--- src/rtl/oneshot_pkg.sv ---
// Shared definitions for the 555 one-shot scheduler: FSM state encoding
// and default parameter values.
package oneshot_pkg;

  typedef enum logic [2:0] {
    S_IDLE      = 3'd0,
    S_TRIG      = 3'd1,
    S_WAIT_RISE = 3'd2,
    S_MEASURE   = 3'd3,
    S_RECOVER   = 3'd4
  } oneshot_state_t;

  localparam int unsigned DEF_N_REQ          = 4;
  localparam int unsigned DEF_CNT_W          = 16;
  localparam int unsigned DEF_TRIG_CYCLES    = 4;
  localparam int unsigned DEF_RECOVER_CYCLES = 8;
  localparam int unsigned DEF_TIMEOUT_CYCLES = 1000;

endpackage

--- src/rtl/oneshot_sync2.sv ---
// Two-flop synchronizer for a single asynchronous bit, flops reset to 0.
module oneshot_sync2 (
  input  logic clk,
  input  logic rst_n,
  input  logic d,
  output logic q
);

  logic meta;

  // shift the async input through two flops
  always_ff @(posedge clk) begin
    if (!rst_n) begin
      meta <= 1'b0;
      q    <= 1'b0;
    end else begin
      meta <= d;
      q    <= meta;
    end
  end

endmodule

--- src/rtl/oneshot_sched.sv ---
// Round-robin scheduler sharing one 555 one-shot among N_REQ requesters.
// Fires the timer, measures the out-high width in clk cycles and reports it.
// Optional watchdog on WAIT_RISE+MEASURE enabled by defining ONESHOT_TIMEOUT_EN.
module oneshot_sched
  import oneshot_pkg::*;
#(
  parameter int unsigned N_REQ          = DEF_N_REQ,
  parameter int unsigned CNT_W          = DEF_CNT_W,
  parameter int unsigned TRIG_CYCLES    = DEF_TRIG_CYCLES,
  parameter int unsigned RECOVER_CYCLES = DEF_RECOVER_CYCLES,
  parameter int unsigned TIMEOUT_CYCLES = DEF_TIMEOUT_CYCLES
) (
  input  logic                       clk,
  input  logic                       rst_n,
  input  logic [N_REQ-1:0]           req,
  output logic [N_REQ-1:0]           grant,
  output logic                       busy,
  output logic                       done,
  output logic [$clog2(N_REQ)-1:0]   done_id,
  output logic [CNT_W-1:0]           width,
  output logic                       err,
  output logic                       tmr_trig_n,
  output logic                       tmr_reset_n,
  input  logic                       tmr_out
);

  localparam int unsigned IDW = $clog2(N_REQ);
  localparam logic [CNT_W-1:0] CNT_MAX = '1;

  oneshot_state_t   state, state_nxt;
  logic             out_s;
  logic [IDW-1:0]   winner, last_id, pick;
  logic             pick_vld;
  int unsigned      rr_idx;
  logic [31:0]      pcnt;
  logic [CNT_W-1:0] cnt;
  logic             fire_done, fire_err;
  logic [CNT_W-1:0] fire_width;

  oneshot_sync2 u_sync (
    .clk   (clk),
    .rst_n (rst_n),
    .d     (tmr_out),
    .q     (out_s)
  );

`ifdef ONESHOT_TIMEOUT_EN
  logic [31:0] wd;

  // watchdog counts every cycle spent in WAIT_RISE or MEASURE
  always_ff @(posedge clk) begin
    if (!rst_n) begin
      wd <= '0;
    end else if (state == S_WAIT_RISE || state == S_MEASURE) begin
      wd <= wd + 32'd1;
    end else begin
      wd <= '0;
    end
  end
`endif

  // round-robin search starting just after the last serviced requester
  always_comb begin
    pick     = '0;
    pick_vld = 1'b0;
    rr_idx   = 0;
    for (int unsigned i = 1; i <= N_REQ; i++) begin
      rr_idx = (32'(last_id) + i) % N_REQ;
      if (!pick_vld && req[rr_idx[IDW-1:0]]) begin
        pick     = rr_idx[IDW-1:0];
        pick_vld = 1'b1;
      end
    end
  end

  // next-state and completion decode
  always_comb begin
    state_nxt  = state;
    fire_done  = 1'b0;
    fire_err   = 1'b0;
    fire_width = cnt;
    busy       = (state != S_IDLE);
    unique case (state)
      S_IDLE:      if (pick_vld) state_nxt = S_TRIG;
      S_TRIG:      if (pcnt == TRIG_CYCLES - 1) state_nxt = S_WAIT_RISE;
      S_WAIT_RISE: if (out_s) state_nxt = S_MEASURE;
      S_MEASURE: begin
        if (!out_s) begin
          fire_done = 1'b1;
          state_nxt = S_RECOVER;
        end
      end
      S_RECOVER:   if (pcnt == RECOVER_CYCLES - 1) state_nxt = S_IDLE;
      default:     state_nxt = S_IDLE;
    endcase
`ifdef ONESHOT_TIMEOUT_EN
    // a normal completion in the same cycle takes precedence over the watchdog
    if ((state == S_WAIT_RISE || state == S_MEASURE) && !fire_done &&
        wd == TIMEOUT_CYCLES - 1) begin
      fire_done  = 1'b1;
      fire_err   = 1'b1;
      fire_width = (state == S_MEASURE) ? cnt : '0;
      state_nxt  = S_RECOVER;
    end
`endif
  end

  // state, counters, registered timer pins and result outputs
  always_ff @(posedge clk) begin
    if (!rst_n) begin
      state       <= S_IDLE;
      pcnt        <= '0;
      cnt         <= '0;
      winner      <= '0;
      last_id     <= IDW'(N_REQ - 1);
      grant       <= '0;
      done        <= 1'b0;
      done_id     <= '0;
      width       <= '0;
      err         <= 1'b0;
      tmr_trig_n  <= 1'b1;
      tmr_reset_n <= 1'b0;
    end else begin
      state       <= state_nxt;
      pcnt        <= (state_nxt != state) ? '0 : pcnt + 32'd1;
      tmr_trig_n  <= (state_nxt != S_TRIG);
      tmr_reset_n <= (state_nxt != S_RECOVER);
      done        <= fire_done;
      if (fire_done) begin
        width   <= fire_width;
        err     <= fire_err;
        done_id <= winner;
      end
      if (state == S_IDLE && pick_vld) begin
        winner      <= pick;
        grant       <= '0;
        grant[pick] <= 1'b1;
      end
      if (state == S_RECOVER && state_nxt == S_IDLE) begin
        grant   <= '0;
        last_id <= winner;
      end
      if (state == S_WAIT_RISE && out_s) begin
        cnt <= CNT_W'(1);
      end else if (state == S_MEASURE && out_s && cnt != CNT_MAX) begin
        cnt <= cnt + CNT_W'(1);
      end
    end
  end

endmodule

--- config.mk ---
export PLATFORM = sky130hd
export DESIGN_NAME = oneshot_sched
export DESIGN_NICKNAME = d
export VERILOG_FILES = /design/src/rtl/oneshot_pkg.sv /design/src/rtl/oneshot_sync2.sv /design/src/rtl/oneshot_sched.sv
export SDC_FILE = /design/constraint.sdc
export NUM_CORES = 1
export LEC_CHECK = 0
export BUFFER_PORTS_ARGS = -buffer_cell sky130_fd_sc_hd__buf_2
export CAP_MARGIN = 20
export CORE_MARGIN = 1.5
export CORE_UTILIZATION = 50
export DETAILED_ROUTE_END_ITERATION = 16
export GPL_ROUTABILITY_DRIVEN = 0
export PLACE_DENSITY = 0.72
export SLEW_MARGIN = 20
export SYNTH_ARGS = -nofsm -noshare
export SYNTH_HDL_FRONTEND = slang
export SYNTH_HIERARCHICAL = 1
export SYNTH_SLANG_ARGS = --single-unit
export TNS_END_PERCENT = 10
--- constraint.sdc ---
create_clock -name clk -period 1.6 [get_ports clk]
set_input_delay 0.32 -clock clk [delete_from_list [all_inputs] [get_ports clk]]
set_output_delay 0.32 -clock clk [all_outputs]
set_load 0.01 [all_outputs]
==> impl_metrics.yaml <==
finish:
  n_fill_cell: 515
  multi_input_area_mm2: 0.00227
  diodes: 0
  register_area_mm2: 0.00168
  area_growth_pct: 42.4
  nets: 571
  layoutNonFillerInstCount: 665
  drive_gt1_share_pct: 39.8
  final_area_mm2: 0.00538
critical_path:
  path_max_fanout: 3
  critPathRequiredTime_ns: 1.87
  rr_endpoint: "tmr_reset_n"
  cp-end-kind: "flip-flop"
  r2r_setup_slack_ns: -0.15
  crit_type: "reg2reg"
  r2r-start: "pcnt[5]"
  r2r_cells: 6
  cp-start-kind: "flip-flop"
  cp.arrival_ns: 2.02
sta:
  hold_viol: 0
  layout_min_cycle_time_ns: 1.75
  grt_setup_unrepaired: "yes"
  fin_skew_ns: 0.0141
  fin_ws_ns: -0.152
  timing.fmax_mhz: 571
  period_share_pct: 110
  setup_viol: 45
  drv_slew: 0
  timing.hold.ws_ns: 0.168
cts:
  cts_sinks: 82
  clock_latency_ns: 0.36
  clkSlewWorstSetupHoldPaths_ns: 0.09
  cts-root-buf: "clkbuf_8"
  htreeDepth: 3
  cts_tree: "done"
  cts_buffers: 9
  clockBufferDepth: 2
  postCtsHoldBufs: 0
routing:
  dr.pass1.iters: 4
  vias: 3627
  drtAntennaViolNets: 0
  route.detailed.drc: 0
  wl_um: 10200
  routedWlPerCell_um: 15.3
  viasPerCell: 5.45
  drtIter0Drc: 140
power:
  ir_worst_vdd_mv: 0.415
  p_total_mw: 4.15
  p_per_area_mw_per_mm2: 771
  leakage_nw: 2.18
yosys:
  synth-edff-count: 0
  ys_warn_count: 6
  synth_top_area_share_pct: 43.4
  async_flop_share_pct: 0
  synth_ff_type: "dfxtp_1"
  yosys.area.top_type: "dfxtp_1"
  syn_nets: 447
  synth_seq_cells: 82
  yosys-top-cells-count: "82 x dfxtp_1, 66 x nand2_1, 53 x nor2_1"
  syn_area_per_cell_um2: 8.65
  synth-seq-area-share_pct: 43.4
  synthTopCellsByArea: "dfxtp_1 43%, nand2_1 6.6%, xor2_1 6.3%"
  synthCells: 437
  synth_cell_types: 51
  syn_area_mm2: 0.00378
  synth_most_common_cell: "dfxtp_1"
place:
  place.port_buffers: 32
  place.detailed.hpwl_um: 6270
  placed_area_mm2: 0.00465
  dp_cells: 635
global_route:
  grt_first_pass_wirelength_um: 15200
  grt_start_max_net_pins: 21
  overflow: 0
  grt_usage_pct: 22.9
  antenna_found_initial: 0
  grt_pass1_vias: 3414
die:
  placementRows: 31
  die_x_um: 90.0
  chipHeight_um: 90.0
  core_mm2: 0.00729
  top_level_ports: 34
  floorplan.initialDensity_pct: 51.9
  dieArea_mm2: 0.00809
min_path:
  hold_path.startpoint: "tmr_out"
  hold_class: "in2reg"
  holdPathStages: 2
  hold_end: "u_sync/meta"
run:
  maxCapViolCount: 0
outcome:
  violations: "negative setup slack"
  status: "finished, violations left"
## worst max-delay path, stage by stage, from the launching register on
cell and delay [ns]:
dfxtp_4 0.38, nor4_4 0.28, nand4_1 0.23, buf_4 0.22, o31ai_2 0.28, nand2_1 0.10, a21boi_1 0.18
## logic make-up (layout without fill, tap and decap cells)
logic type / after synthesis / in the layout / synth area share [%]
and+or+nand+nor: 225 / 225 / 31.7
DFF: 82 / 82 / 43.4
AOI/OAI and AO/OA: 62 / 62 / 11.3
xor gates and xnor gates: 37 / 37 / 8.57
buffers and inverters: 23 / 152 / 2.91
muxes: 4 / 4 / 1.06
adders and majority gates: 3 / 3 / 0.993
other: 1 / 1 / 0.0992
## flip-flops by register name, summed over array words and instances, names as in the netlist, 2 cells and up
signal / count
last_id: 2
winner: 2
width: 16
pcnt: 32
done_id: 2
cnt: 16
state: 3
grant: 4
## worst max path at each step
stage             start          end  slack (ns)  depth (start not counted)
6_report        pcnt[5]  tmr_reset_n       -0.15                          6
2_1_floorplan  state[2]       cnt[9]       -0.12                          6
3_5_place_dp     req[1]     pcnt[12]       -0.39                          8
5_1_grt         pcnt[7]     pcnt[30]       -0.21                          6
4_1_cts        state[0]         busy       -0.13                          4
3_3_place_gp     req[1]      pcnt[4]       -0.31                          8
## what timing repair did
item | CTS | global route
setup endpoints to repair | 51 | 57
gates cloned | 0 | 3
pin swaps | 9 | 22
gates resized for setup | 33 | 61
buffers inserted | 6 | 5
## where the power goes
| group | internal, mW | switching (mW) | leakage (nW) | total, mW |
|---|---|---|---|---|
| clock network | 1.04 | 0.785 | 0.113 | 1.83 |
| logic | 0.137 | 0.122 | 1.39 | 0.259 |
| registers | 2.05 | 0.0126 | 0.675 | 2.07 |
## per-layer routing
metal,global-route usage (%),part of all wire (%),vias to the layer above
li1,-,-,1771
met1,26.3,41,1737
met2,42.0,53,92
met3,3.72,4.0,27
met4,9.39,2.4,0
met5,0,0,-
## cell usage in the layout, fill, tap and decap left out, types with 3 or more instances in the layout
master / instances
and2_1: 3
or3_1: 7
nor4_4: 5
a21boi_0: 18
clkbuf_16: 3
bufinv_16: 3
nand2_2: 3
clkbuf_8: 9
nor2_1: 48
o211ai_1: 5
a21oi_1: 15
nand4_1: 13
nor4_2: 5
and3_1: 9
buf_6: 9
buf_8: 3
nand2_1: 63
nand2b_1: 8
buf_2: 31
dfxtp_2: 21
dfxtp_1: 58
nor3_1: 3
o21ai_0: 4
nor2_2: 5
mux2i_1: 4
nand3_1: 13
dfxtp_4: 3
nand3_2: 4
nor2b_1: 4
xor2_1: 25
xnor2_1: 10
buf_4: 86
## area by class of cell
cell class	count	area share (%)
Multi-Input combinational cell	332	42.2
Sequential cell	82	31.2
Timing Repair Buffer	134	19.7
Clock buffer	10	2.37
Tap cell	99	2.30
Clock inverter	6	2.11
Inverter	2	0.139
## stage by stage
| stage | TNS (ns) | setup WS [ns] | util [%] |
|---|---|---|---|
| 3_5_place_dp | -12.33 | -0.386 | 63.8 |
| 6_report | -4.23 | -0.152 | 73.8 |
| 3_3_place_gp | -10.53 | -0.312 | 63.8 |
| 2_1_floorplan | -1.49 | -0.122 | - |
| 4_1_cts | -2.99 | -0.126 | 69.6 |
| 5_1_grt | -6.93 | -0.207 | 73.8 |
Note: power is estimated with default switching activity, not from simulation.
